[config.mk]
export PLATFORM = sky130hd
export DESIGN_NAME = immediate_extender_pipe
export DESIGN_NICKNAME = d
export VERILOG_FILES = /design/src/rtl/immediate_extender_pipe_pkg.sv /design/src/rtl/immediate_extender_pipe_lane.sv /design/src/rtl/immediate_extender_pipe.sv
export SDC_FILE = /design/constraint.sdc
export NUM_CORES = 1
export LEC_CHECK = 0
export ABC_CLOCK_PERIOD_IN_PS = 2900
export BUFFER_PORTS_ARGS = -buffer_cell sky130_fd_sc_hd__buf_2
export CAP_MARGIN = 20
export CORE_ASPECT_RATIO = 1.1
export CORE_MARGIN = 5
export CORE_UTILIZATION = 45
export CTS_BUF_LIST = sky130_fd_sc_hd__clkbuf_8
export DETAILED_ROUTE_END_ITERATION = 6
export PLACE_DENSITY_LB_ADDON = 0.08
export SLEW_MARGIN = 15
export SYNTH_ARGS = -nofsm -noshare
export SYNTH_HDL_FRONTEND = slang
export SYNTH_HIERARCHICAL = 1
export SYNTH_SLANG_ARGS = --single-unit
[constraint.sdc]
create_clock -name CLK -period 2.9 [get_ports CLK]
set_clock_uncertainty 0.1 [all_clocks]
set_input_delay 0.58 -clock CLK [delete_from_list [all_inputs] [get_ports CLK]]
set_output_delay 0.58 -clock CLK [all_outputs]
set_load 0.02 [all_outputs]
[src/rtl/immediate_extender_pipe_pkg.sv]
// Shared definitions for the pipelined immediate extender: selector
// encodings, buffer state encoding and a lane-mask population count.
package immediate_extender_pipe_pkg;

    localparam int IMM_SEL_W    = 3;
    localparam int CLOCK_PERIOD = 10;

    // Immediate format selector; codes 6 and 7 are reserved (illegal).
    typedef enum logic [IMM_SEL_W-1:0] {
        IMM_I = 3'd0,
        IMM_S = 3'd1,
        IMM_B = 3'd2,
        IMM_U = 3'd3,
        IMM_J = 3'd4,
        IMM_Z = 3'd5
    } imm_type_t;

    // Bit 0 = output register holds a bundle, bit 1 = skid register holds one.
    typedef enum logic [1:0] {
        BUF_EMPTY = 2'b00,
        BUF_ONE   = 2'b01,
        BUF_FULL  = 2'b11
    } buf_state_t;

    // Number of set bits in a lane mask of up to four lanes.
    function automatic logic [31:0] mask_popcount(input logic [3:0] mask);
        logic [31:0] total;
        total = 32'd0;
        for (int i = 0; i < 4; i++) begin
            total = total + {31'd0, mask[i]};
        end
        return total;
    endfunction

endpackage

[src/rtl/immediate_extender_pipe_lane.sv]
// Combinational single-lane immediate extender. Reserved selectors raise
// 'illegal' with a zero immediate; an inactive lane produces all zeros.
module imm_lane_extend
    import immediate_extender_pipe_pkg::*;
#(
    parameter int XLEN = 32
) (
    input  logic [31:0]          instr,
    input  logic [IMM_SEL_W-1:0] sel,
    input  logic                 active,
    output logic [XLEN-1:0]      imm,
    output logic                 illegal
);

    // 32-bit immediate already sign-extended; Z leaves bit 31 clear so the
    // common sign extension below also zero-extends it correctly.
    logic [31:0] field_s;
    logic        legal_s;

    // Assemble the 32-bit immediate for the selected format
    always_comb begin
        field_s = 32'd0;
        legal_s = 1'b1;
        case (imm_type_t'(sel))
            IMM_I:   field_s = {{20{instr[31]}}, instr[31:20]};
            IMM_S:   field_s = {{20{instr[31]}}, instr[31:25], instr[11:7]};
            IMM_B:   field_s = {{19{instr[31]}}, instr[31], instr[7],
                                instr[30:25], instr[11:8], 1'b0};
            IMM_U:   field_s = {instr[31:12], 12'd0};
            IMM_J:   field_s = {{11{instr[31]}}, instr[31], instr[19:12],
                                instr[20], instr[30:21], 1'b0};
            IMM_Z:   field_s = {27'd0, instr[19:15]};
            default: legal_s = 1'b0;
        endcase
    end

    // Widen to XLEN and gate inactive or reserved-selector lanes to zero
    always_comb begin
        imm     = {XLEN{1'b0}};
        illegal = 1'b0;
        if (!active) begin
            imm     = {XLEN{1'b0}};
            illegal = 1'b0;
        end else if (!legal_s) begin
            imm     = {XLEN{1'b0}};
            illegal = 1'b1;
        end else begin
            imm     = XLEN'($signed(field_s));
            illegal = 1'b0;
        end
    end

endmodule

[src/rtl/immediate_extender_pipe.sv]
// Registered multi-lane immediate extender between decode and ID/EX.
// Extension happens at the input; results sit in an output register backed
// by a one-entry skid register so In_Ready depends only on flops and RST.
module immediate_extender_pipe
    import immediate_extender_pipe_pkg::*;
#(
    parameter int XLEN  = 32,
    parameter int LANES = 1
) (
    input  logic                              CLK,
    input  logic                              RST,
    input  logic                              Flush,
    input  logic                              In_Valid,
    output logic                              In_Ready,
    input  logic [LANES-1:0]                  In_Mask,
    input  logic [LANES-1:0][31:0]            Instr,
    input  logic [LANES-1:0][IMM_SEL_W-1:0]   Imm_Type_Sel,
    output logic                              Out_Valid,
    input  logic                              Out_Ready,
    output logic [LANES-1:0]                  Out_Mask,
    output logic [LANES-1:0][XLEN-1:0]        Imm_Ext,
    output logic [LANES-1:0]                  Imm_Illegal,
    output logic [31:0]                       Ext_Count
);

    if (!(XLEN == 32 || XLEN == 64)) begin : g_bad_xlen
        $error("immediate_extender_pipe: XLEN must be 32 or 64");
    end
    if (LANES < 1 || LANES > 4) begin : g_bad_lanes
        $error("immediate_extender_pipe: LANES must be within 1..4");
    end

    buf_state_t                 state_r;
    buf_state_t                 state_nxt_s;
    logic                       accept_s;
    logic                       deliver_s;
    logic                       skid_valid_s;
    logic                       load_out_in_s;
    logic                       load_out_skid_s;
    logic                       load_skid_s;

    logic [XLEN-1:0]            ext_imm_s [LANES];
    logic                       ext_ill_s [LANES];
    logic [LANES-1:0][XLEN-1:0] ext_imm_pk_s;
    logic [LANES-1:0]           ext_ill_pk_s;

    logic [LANES-1:0]           out_mask_r;
    logic [LANES-1:0][XLEN-1:0] out_imm_r;
    logic [LANES-1:0]           out_ill_r;
    logic [LANES-1:0]           skid_mask_r;
    logic [LANES-1:0][XLEN-1:0] skid_imm_r;
    logic [LANES-1:0]           skid_ill_r;
    logic [31:0]                count_r;
    logic [3:0]                 out_mask_pad_s;

    for (genvar g = 0; g < LANES; g++) begin : g_lane
        imm_lane_extend #(
            .XLEN (XLEN)
        ) u_ext (
            .instr   (Instr[g]),
            .sel     (Imm_Type_Sel[g]),
            .active  (In_Mask[g]),
            .imm     (ext_imm_s[g]),
            .illegal (ext_ill_s[g])
        );
    end

    // Gather per-lane extender results into packed bundles
    always_comb begin
        ext_imm_pk_s = {(LANES*XLEN){1'b0}};
        ext_ill_pk_s = {LANES{1'b0}};
        for (int l = 0; l < LANES; l++) begin
            ext_imm_pk_s[l] = ext_imm_s[l];
            ext_ill_pk_s[l] = ext_ill_s[l];
        end
    end

    assign skid_valid_s   = state_r[1];
    assign Out_Valid      = state_r[0];
    assign In_Ready       = !skid_valid_s && !RST;
    assign accept_s       = In_Valid && In_Ready;
    assign deliver_s      = Out_Valid && Out_Ready;
    assign out_mask_pad_s = 4'(out_mask_r);

    // Next buffer state and which register loads; Flush overrides everything
    always_comb begin
        state_nxt_s     = state_r;
        load_out_in_s   = 1'b0;
        load_out_skid_s = 1'b0;
        load_skid_s     = 1'b0;
        if (Flush) begin
            state_nxt_s = BUF_EMPTY;
        end else begin
            case (state_r)
                BUF_EMPTY: begin
                    if (accept_s) begin
                        state_nxt_s   = BUF_ONE;
                        load_out_in_s = 1'b1;
                    end else begin
                        state_nxt_s   = BUF_EMPTY;
                    end
                end
                BUF_ONE: begin
                    if (accept_s && !deliver_s) begin
                        state_nxt_s   = BUF_FULL;
                        load_skid_s   = 1'b1;
                    end else if (accept_s && deliver_s) begin
                        state_nxt_s   = BUF_ONE;
                        load_out_in_s = 1'b1;
                    end else if (deliver_s) begin
                        state_nxt_s   = BUF_EMPTY;
                    end else begin
                        state_nxt_s   = BUF_ONE;
                    end
                end
                BUF_FULL: begin
                    if (deliver_s) begin
                        state_nxt_s     = BUF_ONE;
                        load_out_skid_s = 1'b1;
                    end else begin
                        state_nxt_s     = BUF_FULL;
                    end
                end
                default: begin
                    state_nxt_s = BUF_EMPTY;
                end
            endcase
        end
    end

    // Buffer state register
    always_ff @(posedge CLK) begin
        if (RST) begin
            state_r <= BUF_EMPTY;
        end else begin
            state_r <= state_nxt_s;
        end
    end

    // Output register: loads from the extenders or from the skid entry
    always_ff @(posedge CLK) begin
        if (RST || Flush) begin
            out_mask_r <= {LANES{1'b0}};
            out_imm_r  <= {(LANES*XLEN){1'b0}};
            out_ill_r  <= {LANES{1'b0}};
        end else if (load_out_in_s) begin
            out_mask_r <= In_Mask;
            out_imm_r  <= ext_imm_pk_s;
            out_ill_r  <= ext_ill_pk_s;
        end else if (load_out_skid_s) begin
            out_mask_r <= skid_mask_r;
            out_imm_r  <= skid_imm_r;
            out_ill_r  <= skid_ill_r;
        end else begin
            out_mask_r <= out_mask_r;
            out_imm_r  <= out_imm_r;
            out_ill_r  <= out_ill_r;
        end
    end

    // Skid register: captures a bundle accepted while the output is stalled
    always_ff @(posedge CLK) begin
        if (RST || Flush || load_out_skid_s) begin
            skid_mask_r <= {LANES{1'b0}};
            skid_imm_r  <= {(LANES*XLEN){1'b0}};
            skid_ill_r  <= {LANES{1'b0}};
        end else if (load_skid_s) begin
            skid_mask_r <= In_Mask;
            skid_imm_r  <= ext_imm_pk_s;
            skid_ill_r  <= ext_ill_pk_s;
        end else begin
            skid_mask_r <= skid_mask_r;
            skid_imm_r  <= skid_imm_r;
            skid_ill_r  <= skid_ill_r;
        end
    end

    // Delivered-lane counter; a deliver in a Flush cycle still counts
    always_ff @(posedge CLK) begin
        if (RST) begin
            count_r <= 32'd0;
        end else if (deliver_s) begin
            count_r <= count_r + mask_popcount(out_mask_pad_s);
        end else begin
            count_r <= count_r;
        end
    end

    assign Out_Mask    = out_mask_r;
    assign Imm_Ext     = out_imm_r;
    assign Imm_Illegal = out_ill_r;
    assign Ext_Count   = count_r;

endmodule

After elaboration in Yosys (flattened, before gate mapping)
Index checks and enable logic that the tools add are counted.

Register bits after elaboration: 102. Bits in latches: 0. RAM bits: 0. Memory bits (read-only): 0. Output and inout bits: 68. Logic and storage cells: 60. Memories: 0.

Add/subtract/negate cells: 1. $mul: 0. Divide/modulo/power cells: 0. Magnitude comparators: 0. Equal/unequal tests: 7. Shift operators: 0. Multiplexer cells: 29. Bitwise logic cells: 0. Reductions and logical operators: 15.

Operators with widths (count): $pmux W32 S6 (1); $mux W32 (4); $add A32 B1 Y32 (1); $mux W1 (20); $eq A3 B2 Y1 const B (2); $eq A3 B3 Y1 const B (2); $pmux W2 S3 (1); $reduce_or A6 Y1 (1); $logic_and A1 B1 Y1 (5); $mux W2 (2); $eq A3 B1 Y1 const B (1); $logic_not A1 Y1 (3); $logic_not A3 Y1 (1); $eq A2 B1 Y1 const B (1); $eq A2 B2 Y1 const B (1); $logic_not A2 Y1 (1); $logic_or A1 B1 Y1 (2); $pmux W1 S2 (1); $reduce_bool A2 Y1 (1); $reduce_or A2 Y1 (1).

Depth between registers and ports, before layout
Word-level depth: 9. Gate-level depth with buffers: 8. Mapped depth without buffers: 6.

By module
Netlist, hierarchy kept.

By module, submodules not included: immediate_extender_pipe (instances 1, cells an instance 489, area an instance 4390.5 µm², sequential area each 2042.0 µm²); imm_lane_extend (instances 1, cells an instance 104, area an instance 650.6 µm², sequential area each 0.0 µm²).

Worst setup path before layout
Ideal clock, no wire load.

Path kind: input -> register. Start: input RST. End: register out_imm_r (netlist bit Imm_Ext[15]). Library setup time: 0.146 ns. Arrival time: 1.783 ns. Setup slack: 0.871 ns. Cell stages on the path: 7. Path through: buf_6 or2_1 or3b_1 buf_2 clkbuf_1 nor2_1 a211oi_2.

Longest elaborated chain between the ends: 9. Elaborated cells between the ends (all ways): 13.

RTL lines: start: declaration (line immediate_extender_pipe.sv:11) `input logic RST,`; $logic_not A1 Y1 (line immediate_extender_pipe.sv:80) `assign In_Ready = !skid_valid_s && !RST;`; $logic_and A1 B1 Y1 (line immediate_extender_pipe.sv:80); $logic_and A1 B1 Y1 (line immediate_extender_pipe.sv:81) `assign accept_s = In_Valid && In_Ready;`; $logic_and A1 B1 Y1 (line immediate_extender_pipe.sv:107) `end else if (accept_s && deliver_s) begin`; $mux W1 (line immediate_extender_pipe.sv:107); $mux W1 (line immediate_extender_pipe.sv:104) `if (accept_s && !deliver_s) begin`; $pmux W1 S2 (line immediate_extender_pipe.sv:94) `case (state_r)`; $mux W1 (line immediate_extender_pipe.sv:91) `if (Flush) begin`; $mux W32 or $reduce_bool A2 Y1 (tied branches); end signal: assignment (line immediate_extender_pipe.sv:144) `out_imm_r <= {(LANES*XLEN){1'b0}};`; end signal: assignment (line immediate_extender_pipe.sv:148) `out_imm_r <= ext_imm_pk_s;`; end signal: assignment (line immediate_extender_pipe.sv:152) `out_imm_r <= skid_imm_r;`; end: declaration (line immediate_extender_pipe.sv:48) `logic [LANES-1:0][XLEN-1:0] out_imm_r;`.

Parallel ways exist; a longest one is shown, timed or not. A chain may end at the register's enable or synchronous reset.

Worst setup path after layout
Start: register out_mask_r (netlist: Out_Mask). End: register count_r[16] (netlist: Ext_Count[16]).

Longest elaborated chain between the ends: 1.

RTL lines: start: declaration (line immediate_extender_pipe.sv:47) `logic [LANES-1:0] out_mask_r;`; start signal: assignment (line immediate_extender_pipe.sv:143) `out_mask_r <= {LANES{1'b0}};`; start signal: assignment (line immediate_extender_pipe.sv:147) `out_mask_r <= In_Mask;`; start signal: assignment (line immediate_extender_pipe.sv:151) `out_mask_r <= skid_mask_r;`; $add A32 B1 Y32 (line immediate_extender_pipe.sv:183) `count_r <= count_r + mask_popcount(out_mask_pad_s);`; end signal: assignment (line immediate_extender_pipe.sv:183); end signal: assignment (line immediate_extender_pipe.sv:185) `count_r <= count_r;`; end: declaration (line immediate_extender_pipe.sv:53) `logic [31:0] count_r;`.

Every way passes these cells.

==> results.cfg <==
[layout]
nNetsFinal = 708
syn2layout_area_growth_pct = 14.2
n_fill_cell = 1056
diodes = 0
fin_util = 0.525
drive_gt1_frac = 0.246

[die]
die-area_sq_mm = 0.0134
core_area_sq_mm = 0.0110
ios = 109
start_util = 0.460
die_h_um = 121
dieWidth_um = 111
rows = 40

[clock_tree]
cts_buffers = 9
cts_setup_buffers = 0
clockBufferDepth = 2
clk_latency_ps = 370
cts_max_level = 3
cts_tree = done
cts_hold_buf = 0
cts_root_buffer = clkbuf_8
cts.repair.resized = 0
clk_pin_slew_ps = 100
cts_num_sinks = 102

[critical_path]
critPathArrivalTime_ps = 2480
r2r_cells = 7
cp-start-kind = flip-flop
rr_endpoint = Ext_Count[16]
timing.rr.start = Out_Mask
cp-endpoint = Ext_Count[16]
critPathMaxStageDelay_ps = 400
cpMostUsedCell = ha_1
path_class = reg2reg
r2r_slack_ps = 620
crit_path_cell_trace = ha_1 > ha_1 > and4_1 > nand4_2 > buf_4 > or3_1 > a21oi_1
critPathRequiredTime_ps = 3100
cp-startpoint = Out_Mask
cp_slowest_cell = dfxtp_1
crit_path_end_kind = flip-flop
cp_max_fo = 15

[global_routing]
grt_usage = 0.188
grt_max_degree = 39
grt_pass1_wl_um = 20900
antenna_found_initial = 0
grt_overflow = 0
grt_pass1_vias = 4209

[sta]
holdWs_ps = 359
finalSetupTns_ps = 0
final.min_clock_period_ps = 2280
finalHoldViolCount = 0
worstMarginPinSlew_ps = 821
slew_viol_final = 0
post-route-period-util = 0.787
relSlewSlack = 0.452
rsz0062_at_grt = false
setup_violations = 0
fmax_mhz = 438

[power]
power_mw = 2.67
vdd_drop_max_uv = 265
leakage_nw = 2.39
p_per_area_mw_per_mm2 = 463

[place]
place_hpwl_um = 8680
port_buffers = 101
place.gp.congestion = 0.840

[route]
drt_iter0_markers = 296
vias_per_cell = 5.46
totalWireLength_um = 12600
ant_nets = 0
wire_per_inst_um = 15.4
vias = 4460
drc_errors = 0
first_pass_iters = 4

[yosys]
synthArstFlopShare = 0
yosys_warnings = 6
yosysMostFrequentCell = nand2_1
synth_area_leaders = dfxtp_1 41%, nand2_1 8.0%, mux2i_1 6.8%
seq_area_frac_synth = 0.405
synth_cell_types = 45
synth.cell_area_sq_mm = 0.00504
synth_edf_count = 0
synth_flop_cell = dfxtp_1
syn_inst = 593
yosys-top-cells-count = 107 x nand2_1, 102 x dfxtp_1, 58 x a21oi_1
synth_fp_nets = 636
synth_area_per_cell_sq_um = 8.50
ys_ff_latch = 102
yosysTopAreaCell = dfxtp_1
yosysTopAreaCellShare = 0.405

[job]
drv_cap = 0

[outcome]
status = complete, no violations

[worst_hold_path]
hp-class = reg2reg
## logic make-up (layout without fill, tap and decap cells)
group,Yosys count,in the layout,share of synthesized area
AND/OR/NAND/NOR,245,245,0.241
AO/OA/AOI/OAI,143,143,0.199
flip-flops,102,102,0.405
buffers and inverters,54,131,0.0596
multiplexers,34,34,0.0675
XOR/XNOR,12,12,0.0208
adder cells (fa/ha/maj),3,3,0.00720
## worst min path at each step
stage	slack [ps]	to	from	depth (start not counted)
final	360	skid_imm_r[27]	skid_imm_r[27]	2
after global routing	370	state_r[1]	In_Valid	3
after CTS	360	skid_imm_r[27]	skid_imm_r[27]	2
after detailed placement	350	skid_imm_r[27]	skid_imm_r[27]	2
after global placement	340	skid_imm_r[15]	skid_imm_r[15]	2
after floorplan	340	skid_ill_r	skid_ill_r	2
## cell usage in the layout (no fill, tap or decap), drive strengths merged, types with 11 or more instances in the layout
cell	instances
buf	111
nor2	50
a21oi	68
nand2	107
a211oi	36
o21ai	11
nand4	12
mux2i	34
dfxtp	102
a31oi	13
## layout make-up
class	count	area, sq um	area share
timing repair buffer	111	593	0.103
clock buffer	9	124	0.0215
clock inverter	7	103	0.0178
inverter	4	15.0	0.00261
multi-input combinational	437	2700	0.469
sequential	102	2040	0.355
tap	147	184	0.0319
## state kept, by name, summed over array words and instances, names as in the netlist
| signal | cells |
|---|---|
| Ext_Count | 32 |
| Imm_Ext | 32 |
| Imm_Illegal | 1 |
| Out_Mask | 1 |
| skid_ill_r | 1 |
| skid_imm_r | 32 |
| skid_mask_r | 1 |
| state_r | 2 |
## worst max-delay path, delay by kind of cell, from the launching register on
family | cells | cell delay (ps)
compound gates | 1 | 150
fa+ha+maj | 2 | 340
buf+inv | 1 | 290
flops | 1 | 400
simple gates | 3 | 940
## power breakdown
part           switching, mW  leakage (nW)  internal, mW
clock                  0.523         0.111         0.497
combinational          0.152          1.46        0.0749
sequential           0.00811         0.823          1.41
## stage by stage
step           cell area, sq um  instances  setup WS, ps
5_1_grt                    5760        817           398
2_1_floorplan              5040        593           871
3_3_place_gp               5530        801           555
6_report                   5760        817           617
4_1_cts                    5760        817           584
3_5_place_dp               5530        801           534
## per-layer routing
layer,routed length [um],up-vias,GRT usage
met4,93,0,0.0446
met3,734,9,0.0499
met5,0,-,0
met1,5580,2095,0.242
li1,-,2242,-
met2,6150,114,0.315
No activity file was read; power rests on OpenSTA's default activity.
